`src/rtl/riscv_pipe_pkg.sv`:
```
// Shared pipeline types and constants for the RISC-V pipeline control blocks.
package riscv_pipe_pkg;

    localparam int REG_ADDR_W          = 5;
    localparam int MAX_LOAD_USE_STALLS = 4;

    typedef struct packed {
        logic                  vld;
        logic [REG_ADDR_W-1:0] rd;
    } sb_entry_t;

endpackage

```
`src/rtl/load_use_scoreboard.sv`:
```
// Shift-register record of recent loads, one entry per cycle of load-to-use latency,
// plus the compare of the ID instruction's source registers against every live entry.
module load_use_scoreboard
    import riscv_pipe_pkg::*;
#(
    parameter int DEPTH = 1
) (
    input  logic                  clk,
    input  logic                  rst_n,
    input  logic                  ins_vld,
    input  logic [REG_ADDR_W-1:0] ins_rd,
    input  logic [REG_ADDR_W-1:0] rs1,
    input  logic                  use_rs1,
    input  logic [REG_ADDR_W-1:0] rs2,
    input  logic                  use_rs2,
    output logic                  match
);

    logic [DEPTH-1:0]      vld_q;
    logic [REG_ADDR_W-1:0] rd_q [DEPTH];
    sb_entry_t             sb   [DEPTH];

    always_ff @(posedge clk or negedge rst_n) begin
        if (!rst_n) begin
            vld_q <= '0;
        end else begin
            vld_q[0] <= ins_vld;
            for (int i = 1; i < DEPTH; i++) begin
                vld_q[i] <= vld_q[i-1];
            end
        end
    end

    // Register indices are qualified by vld, so they need no reset.
    always_ff @(posedge clk) begin
        rd_q[0] <= ins_rd;
        for (int i = 1; i < DEPTH; i++) begin
            rd_q[i] <= rd_q[i-1];
        end
    end

    always_comb begin
        match = 1'b0;
        for (int i = 0; i < DEPTH; i++) begin
            sb[i].vld = vld_q[i];
            sb[i].rd  = rd_q[i];
            if (sb[i].vld && ((use_rs1 && (rs1 == sb[i].rd)) ||
                              (use_rs2 && (rs2 == sb[i].rd)))) begin
                match = 1'b1;
            end
        end
    end

endmodule

```
`src/rtl/hazard_detection_unit.sv`:
```
// Load-use stall and taken-branch flush control for the ID stage.
// Optional HAZARD_PERF_CNT_EN adds saturating stall_cycles / flush_events counters.
module hazard_detection_unit
    import riscv_pipe_pkg::*;
#(
    parameter int LOAD_USE_STALLS = 1
) (
    input  logic                  clk,
    input  logic                  rst_n,
    input  logic                  id_valid,
    input  logic [REG_ADDR_W-1:0] id_rs1,
    input  logic [REG_ADDR_W-1:0] id_rs2,
    input  logic                  id_uses_rs1,
    input  logic                  id_uses_rs2,
    input  logic [REG_ADDR_W-1:0] id_rd,
    input  logic                  id_mem_read,
    input  logic                  ex_branch_taken,
    output logic                  stall,
    output logic                  pc_write,
    output logic                  if_id_write,
    output logic                  if_id_flush,
    output logic                  id_ex_flush
`ifdef HAZARD_PERF_CNT_EN
    ,
    output logic [31:0]           stall_cycles,
    output logic [31:0]           flush_events
`endif
);

    if ((LOAD_USE_STALLS < 1) || (LOAD_USE_STALLS > MAX_LOAD_USE_STALLS)) begin : g_bad_depth
        $error("hazard_detection_unit: LOAD_USE_STALLS=%0d outside 1..%0d",
               LOAD_USE_STALLS, MAX_LOAD_USE_STALLS);
    end

    logic match;
    logic hazard;
    logic ins_vld;

    // A stalled or squashed load never leaves ID this cycle, so it must not be recorded.
    assign ins_vld = id_valid && id_mem_read && (id_rd != '0) && !stall && !ex_branch_taken;

    load_use_scoreboard #(
        .DEPTH(LOAD_USE_STALLS)
    ) u_scoreboard (
        .clk    (clk),
        .rst_n  (rst_n),
        .ins_vld(ins_vld),
        .ins_rd (id_rd),
        .rs1    (id_rs1),
        .use_rs1(id_uses_rs1),
        .rs2    (id_rs2),
        .use_rs2(id_uses_rs2),
        .match  (match)
    );

    assign hazard = id_valid && match;

    always_comb begin
        stall       = 1'b0;
        pc_write    = 1'b1;
        if_id_write = 1'b1;
        if_id_flush = 1'b0;
        id_ex_flush = 1'b0;
        if (ex_branch_taken) begin
            if_id_flush = 1'b1;
            id_ex_flush = 1'b1;
        end else if (hazard) begin
            stall       = 1'b1;
            pc_write    = 1'b0;
            if_id_write = 1'b0;
        end
    end

`ifdef HAZARD_PERF_CNT_EN
    always_ff @(posedge clk or negedge rst_n) begin
        if (!rst_n) begin
            stall_cycles <= '0;
            flush_events <= '0;
        end else begin
            if (stall && (stall_cycles != '1)) begin
                stall_cycles <= stall_cycles + 32'd1;
            end
            if (ex_branch_taken && (flush_events != '1)) begin
                flush_events <= flush_events + 32'd1;
            end
        end
    end
`endif

endmodule

```
`config.mk`:
```
export PLATFORM = sky130hd
export DESIGN_NAME = hazard_detection_unit
export DESIGN_NICKNAME = d
export VERILOG_FILES = /design/src/rtl/riscv_pipe_pkg.sv /design/src/rtl/load_use_scoreboard.sv /design/src/rtl/hazard_detection_unit.sv
export SDC_FILE = /design/constraint.sdc
export NUM_CORES = 1
export LEC_CHECK = 0
export CORE_AREA = 2 2 39 41
export CTS_BUF_LIST = sky130_fd_sc_hd__clkbuf_8
export DETAILED_ROUTE_END_ITERATION = 6
export DIE_AREA = 0 0 41 43
export GPL_TIMING_DRIVEN = 0
export SYNTH_ARGS = -nofsm -noshare
export SYNTH_HDL_FRONTEND = slang
export SYNTH_SLANG_ARGS = --single-unit
```
`constraint.sdc`:
```
create_clock -name clk -period 2.4 [get_ports clk]
set_clock_uncertainty 0.15 [all_clocks]
set_input_delay 0.48 -clock clk [delete_from_list [all_inputs] [get_ports clk]]
set_output_delay 0.48 -clock clk [all_outputs]
set_load 0.02 [all_outputs]
```
[Word level (Yosys, flattened, before mapping)]
Memories as Yosys holds them, arrays and structs flattened.
Index checks and enable logic that the tools add are counted.
Widths: inputs -> output; s select.
Cells by class
  reductions and logical operators: 12
  multiplexer cells: 6
  equal/unequal tests: 2
Operators by type and width (number)
  $eq 5x5->1: 2
  $logic_and 1x1->1: 8
  $mux 1: 6
  $reduce_bool 5->1: 1
  $logic_not 1->1: 2
  $logic_or 1x1->1: 1
Word-level totals
  output and inout bits: 5
  bits of input ports: 22
  bits in writable memories: 5
  register bits after elaboration: 1
  memories: 1
Memories
  u_scoreboard.rd_q: words 1, width 5, rd ports 1, clocked after memory_dff 0, write ports 1, RTL line load_use_scoreboard.sv:20  | logic [REG_ADDR_W-1:0] rd_q [DEPTH];

[Logic depth before layout (Yosys ltp)]
  depth in word-level cells: 11
  gate-level depth with buffers: 5
  depth with buffers taken out: 4

[Modules after synthesis]
A second synthesis with hierarchy kept.
Second synthesis, totals
  cell total of the unflattened synthesis: 30
  area total of the unflattened synthesis: 300.3 um^2
Modules (own cells, without submodules)
  load_use_scoreboard: area each 241.5 um^2, cells an instance 21, instances 1
  hazard_detection_unit: area each 58.8 um^2, cells an instance 9, instances 1

[Worst setup path before layout]
Ideal clock, no wire load.
  path type: in2out
  from: input port id_rs1[3]
  to: output port pc_write
  stages on the path: 5
  data arrival time: 1372 ps
  slack: 398 ps
  required time: 1770 ps
  buffers on the path: 1
  cell sequence: xnor2_1 > nand4_1 > o22a_1 > nand2b_1 > buf_4
On the way
  word-level cells in the longest chain between the ends: 8
Ends and longest elaborated chain
  start, declared: RTL line hazard_detection_unit.sv:11  | input logic [REG_ADDR_W-1:0] id_rs1,
  $eq 5x5->1: RTL line load_use_scoreboard.sv:47  | if (sb[i].vld && ((use_rs1 && (rs1 == sb[i].rd)) ||
  $logic_and 1x1->1: RTL line load_use_scoreboard.sv:47
  $logic_or 1x1->1: RTL line load_use_scoreboard.sv:47
  $logic_and 1x1->1: RTL line load_use_scoreboard.sv:47
  $mux 1: RTL line load_use_scoreboard.sv:47
  $logic_and 1x1->1: RTL line hazard_detection_unit.sv:56  | assign hazard = id_valid && match;
  $mux 1 (2 in a row)
  end, declared: RTL line hazard_detection_unit.sv:19  | output logic pc_write,
No other way between the ends.

[Worst setup path in the final report]
  from: input port ex_branch_taken
  to: output port if_id_flush
On the way
  word-level cells in the longest chain between the ends: 1
Ends and longest elaborated chain
  start, declared: RTL line hazard_detection_unit.sv:17  | input logic ex_branch_taken,
  $mux 1: RTL line hazard_detection_unit.sv:64  | if (ex_branch_taken) begin
  end, declared: RTL line hazard_detection_unit.sv:21  | output logic if_id_flush,
No other way between the ends.

==> results by stage <==
Status:
- The run finished with clean final reports.

Worst setup path:
- The critical path is of the primary input to output port type.
- The stage delay of the slowest cell on the critical path is 590 ps.
- Traced cell by cell, the critical path runs through clkdlybuf4s50_1, buf_4, clkdlybuf4s50_1.
- The cell occurring most often along the worst timing path is sky130_fd_sc_hd__clkdlybuf4s50_1.
- Data on the critical path is required at its endpoint by 1770 ps.
- The worst setup path is launched from a primary input.
- Of all nets on the critical path, the largest fanout is 3.
- On the critical path, the stage with the largest delay is an instance of sky130_fd_sc_hd__clkdlybuf4s50_1.
- In this run the register-to-register setup slack is 1140 ps.
- At the worst endpoint, the arrival time is 1690 ps.
- STA classifies the critical path endpoint as an output port.

Detailed routing:
- After detailed routing, the number of remaining DRC violations is 0.
- The number of routed nets with antenna violations is 0.
- After detailed routing, the total wire length is 693 µm.
- The first-pass detailed-route iteration total is 2.
- The routed length per placed instance is 9.24 µm.
- The routed via count divided by cell count is 4.08.
- The total number of vias is 306.
- The number of DRC markers in iteration 0 is 3.

GRT:
- The number of global-route vias before repair came to 338.
- The overall routing resource usage is 9.38%.
- The largest net degree at the start of global routing is 5.
- The number of antenna violations at the first check in global routing is 0.
- After global routing the overflow that remains totals 0.
- The wire length of the first global-routing pass is 1100 µm.

Power and ir drop:
- The maximum resistive drop on vdd is 0.239 mV.
- The analysis attributes to cell leakage a power of 0.324 nW.
- Power comes to 0.323 mW.
- For this design the ratio of total power to cell area is 497 nW/µm².

Layout:
- The final net count is 82.
- Of the cells placed in the final design, the portion with a size suffix greater than 1 is 16.9%.
- The layout has 148 filler cells.
- Once layout is complete, the cells apart from fillers number 75.
- The diode insertion count for antenna repair is 0.
- Relative to the synthesized area, the layout overhead comes to 114%.
- Leaving out fill and tap cells, the most frequent cells in the layout are 13 x sky130_fd_sc_hd__clkdlybuf4s50_1, 10 x sky130_fd_sc_hd__xnor2_1, 9 x sky130_fd_sc_hd__dlymetal6s2s_1.
- Leaving out fill and tap cells, the most frequent cell in the layout is sky130_fd_sc_hd__clkdlybuf4s50_1.
- For this run, the share of the core covered by cells in the final layout is 46.9%.

Floorplanning:
- The floorplan step set the die height to 43 µm.
- The boundary pin count is 27.
- For this configuration, the core starts out at a cell density of 22.0%.
- The area of the die is 1760 µm².
- The horizontal die dimension is 41 µm.
- The area inside the core boundary is 1380 µm².
- The floorplan has 14 rows.

Yosys:
- The synthesized flop and latch total is 6.
- In this run, distinct cell masters in the synthesized netlist total 11.
- The compound-cell area share of the yosys netlist is 6.58%.
- In the synthesized netlist, mux cells make up 0% of the area.
- The dominant cell type by area after synthesis is sky130_fd_sc_hd__dfxtp_1.
- The portion of synthesized cell area occupied by the leading cell type is 32.9%.
- The synthesized net count is 51.
- Sequential cells were found to cover 41.2% of the synthesized design area.
- Yosys printed 0 warnings.
- The fraction of synthesized cell area in xor and xnor cells is 28.8%.
- After technology mapping, the gate count stands at 29.
- The post-synthesis share of cell area spent on full adders, half adders and majority gates is 0%.
- The post-synthesis instance area is 304 µm².
- The average cell area after synthesis is 10.5 µm².
- After Yosys synthesis, and, or, nand and nor cells account for 16.0% of the synthesized area.
- By area the synthesized netlist is led by sky130_fd_sc_hd__dfxtp_1 33%, sky130_fd_sc_hd__xnor2_1 29%, sky130_fd_sc_hd__dfrtp_1 8.2%.
- The main combinational cell family by area after synthesis is XOR/XNOR gates.

Clocking:
- The clock slew at the register clock pins of the worst setup and hold paths is 40 ps.
- After clock tree synthesis, the setup repair step added 0 buffers.
- The maximum buffer depth of the clock tree is 2.
- Clock tree synthesis selected as its root buffer the cell sky130_fd_sc_hd__clkbuf_8.
- The total number of H-tree levels is 1.
- The clock drives 6 sinks.
- The clock network latency to the later pin of the worst-skew pair is 220 ps.
- TritonCTS built the clock tree.
- TritonCTS created 3 clock buffers.

Timing:
- The number of failing hold endpoints at the final stage is 0.
- The upper clock frequency limit is 431 MHz.
- The portion of the clock cycle consumed by the worst path in the final layout is 96.8%.
- The actual transition at the worst max-transition pin is 298 ps.
- The final critical-path required period is 2320 ps.
- The worst slew slack as a fraction of its limit is 80.1%.
- The final max-slew violation count is 0.
- Setup repair after global routing left no endpoint under its margin.
- Setup violations remaining at the end of the flow were counted as 0.

Flow run:
- Across the run, the number of max-cap violations was 0.

Placement:
- Input and output buffers added on the ports amount to 26.
- The count of placed standard cells including taps is 71.
- The final RePlAce weighted congestion is 0.614.
- The placed wire-length estimate is 557 µm.

Worst hold path:
- The classification of the worst-slack hold path is primary input to asynchronous set/reset pin.
## power by group
part	internal [mW]	total, mW	switching [mW]
clock	0.110	0.151	0.0414
sequential	0.106	0.110	0.00389
combinational	0.0448	0.0620	0.0172
total	0.260	0.323	0.0625
## flip-flops by register name, indices dropped and copies added, names as in the netlist
signal and cells:
u_scoreboard.rd_q 5, u_scoreboard.vld_q 1
## path summary, 6_finish.rpt
path                                                         to  cells past startpoint                       startpoint
worst max-delay path                                if_id_flush                      3                  ex_branch_taken
worst min-delay path               u_scoreboard.vld_q$_DFF_PN0_                      1                            rst_n
worst max register to register     u_scoreboard.vld_q$_DFF_PN0_                      4  u_scoreboard.rd_q[0][4]$_DFF_P_
worst min register to register     u_scoreboard.vld_q$_DFF_PN0_                      3     u_scoreboard.vld_q$_DFF_PN0_
max in group asynchronous          u_scoreboard.vld_q$_DFF_PN0_                      1                            rst_n
min in group clk                u_scoreboard.rd_q[0][4]$_DFF_P_                      1                         id_rd[4]
## cells by family (layout without fill, tap and decap cells)
family	after synthesis	after routing
flip-flops	6	6
XOR/XNOR	10	10
buffers and inverters	3	33
AND/OR/NAND/NOR	8	8
AO/OA/AOI/OAI	2	2
## layer usage
layer	wire (µm)	global-route usage [%]
met3	104	3.14
met2	310	13.8
met4	0	8.00
met5	0	0
met1	278	10.1
## repair_timing
item | in CTS | in global routing
setup endpoints to repair | 3 | 3
resized for setup | 16 | 9
hold buffers | 0 | 0
pin swaps | 3 | 10
## metrics by stage
stage                     worst slack (ps)  TNS, ps  hold slack, ps  area [µm²]
after CTS                            -66.3    -66.3             251         627
after global placement                -512    -1320             487         584
after detailed placement              -495    -1270             487         584
final                                 77.3        0             253         649
after floorplan                        398        0            34.4         304
after global routing                  29.5        0             260         649
## critical path, delay by kind of cell
family   cells  cell delay, ps
buf+inv      3            1200
## synthesized netlist by cell type, drive strengths merged
| master | count |
|---|---|
| or4 | 1 |
| nor2b | 2 |
| dfxtp | 5 |
| o2111a | 1 |
| nand4 | 2 |
| dfrtp | 1 |
| o22a | 1 |
| nand3 | 2 |
| nand2b | 1 |
| buf | 3 |
| xnor2 | 10 |
## final cells by class
cell class	count	area [µm²]	area share [%]
well taps	16	20.0	3.08
flip-flops and latches	6	125	19.3
plain buffers	3	22.5	3.47
repair buffers	26	273	42.0
clock inverters	1	3.75	0.578
clock buffers	3	41.3	6.36
multi-input cells	20	164	25.2
Power figures use the tool's default switching activity.
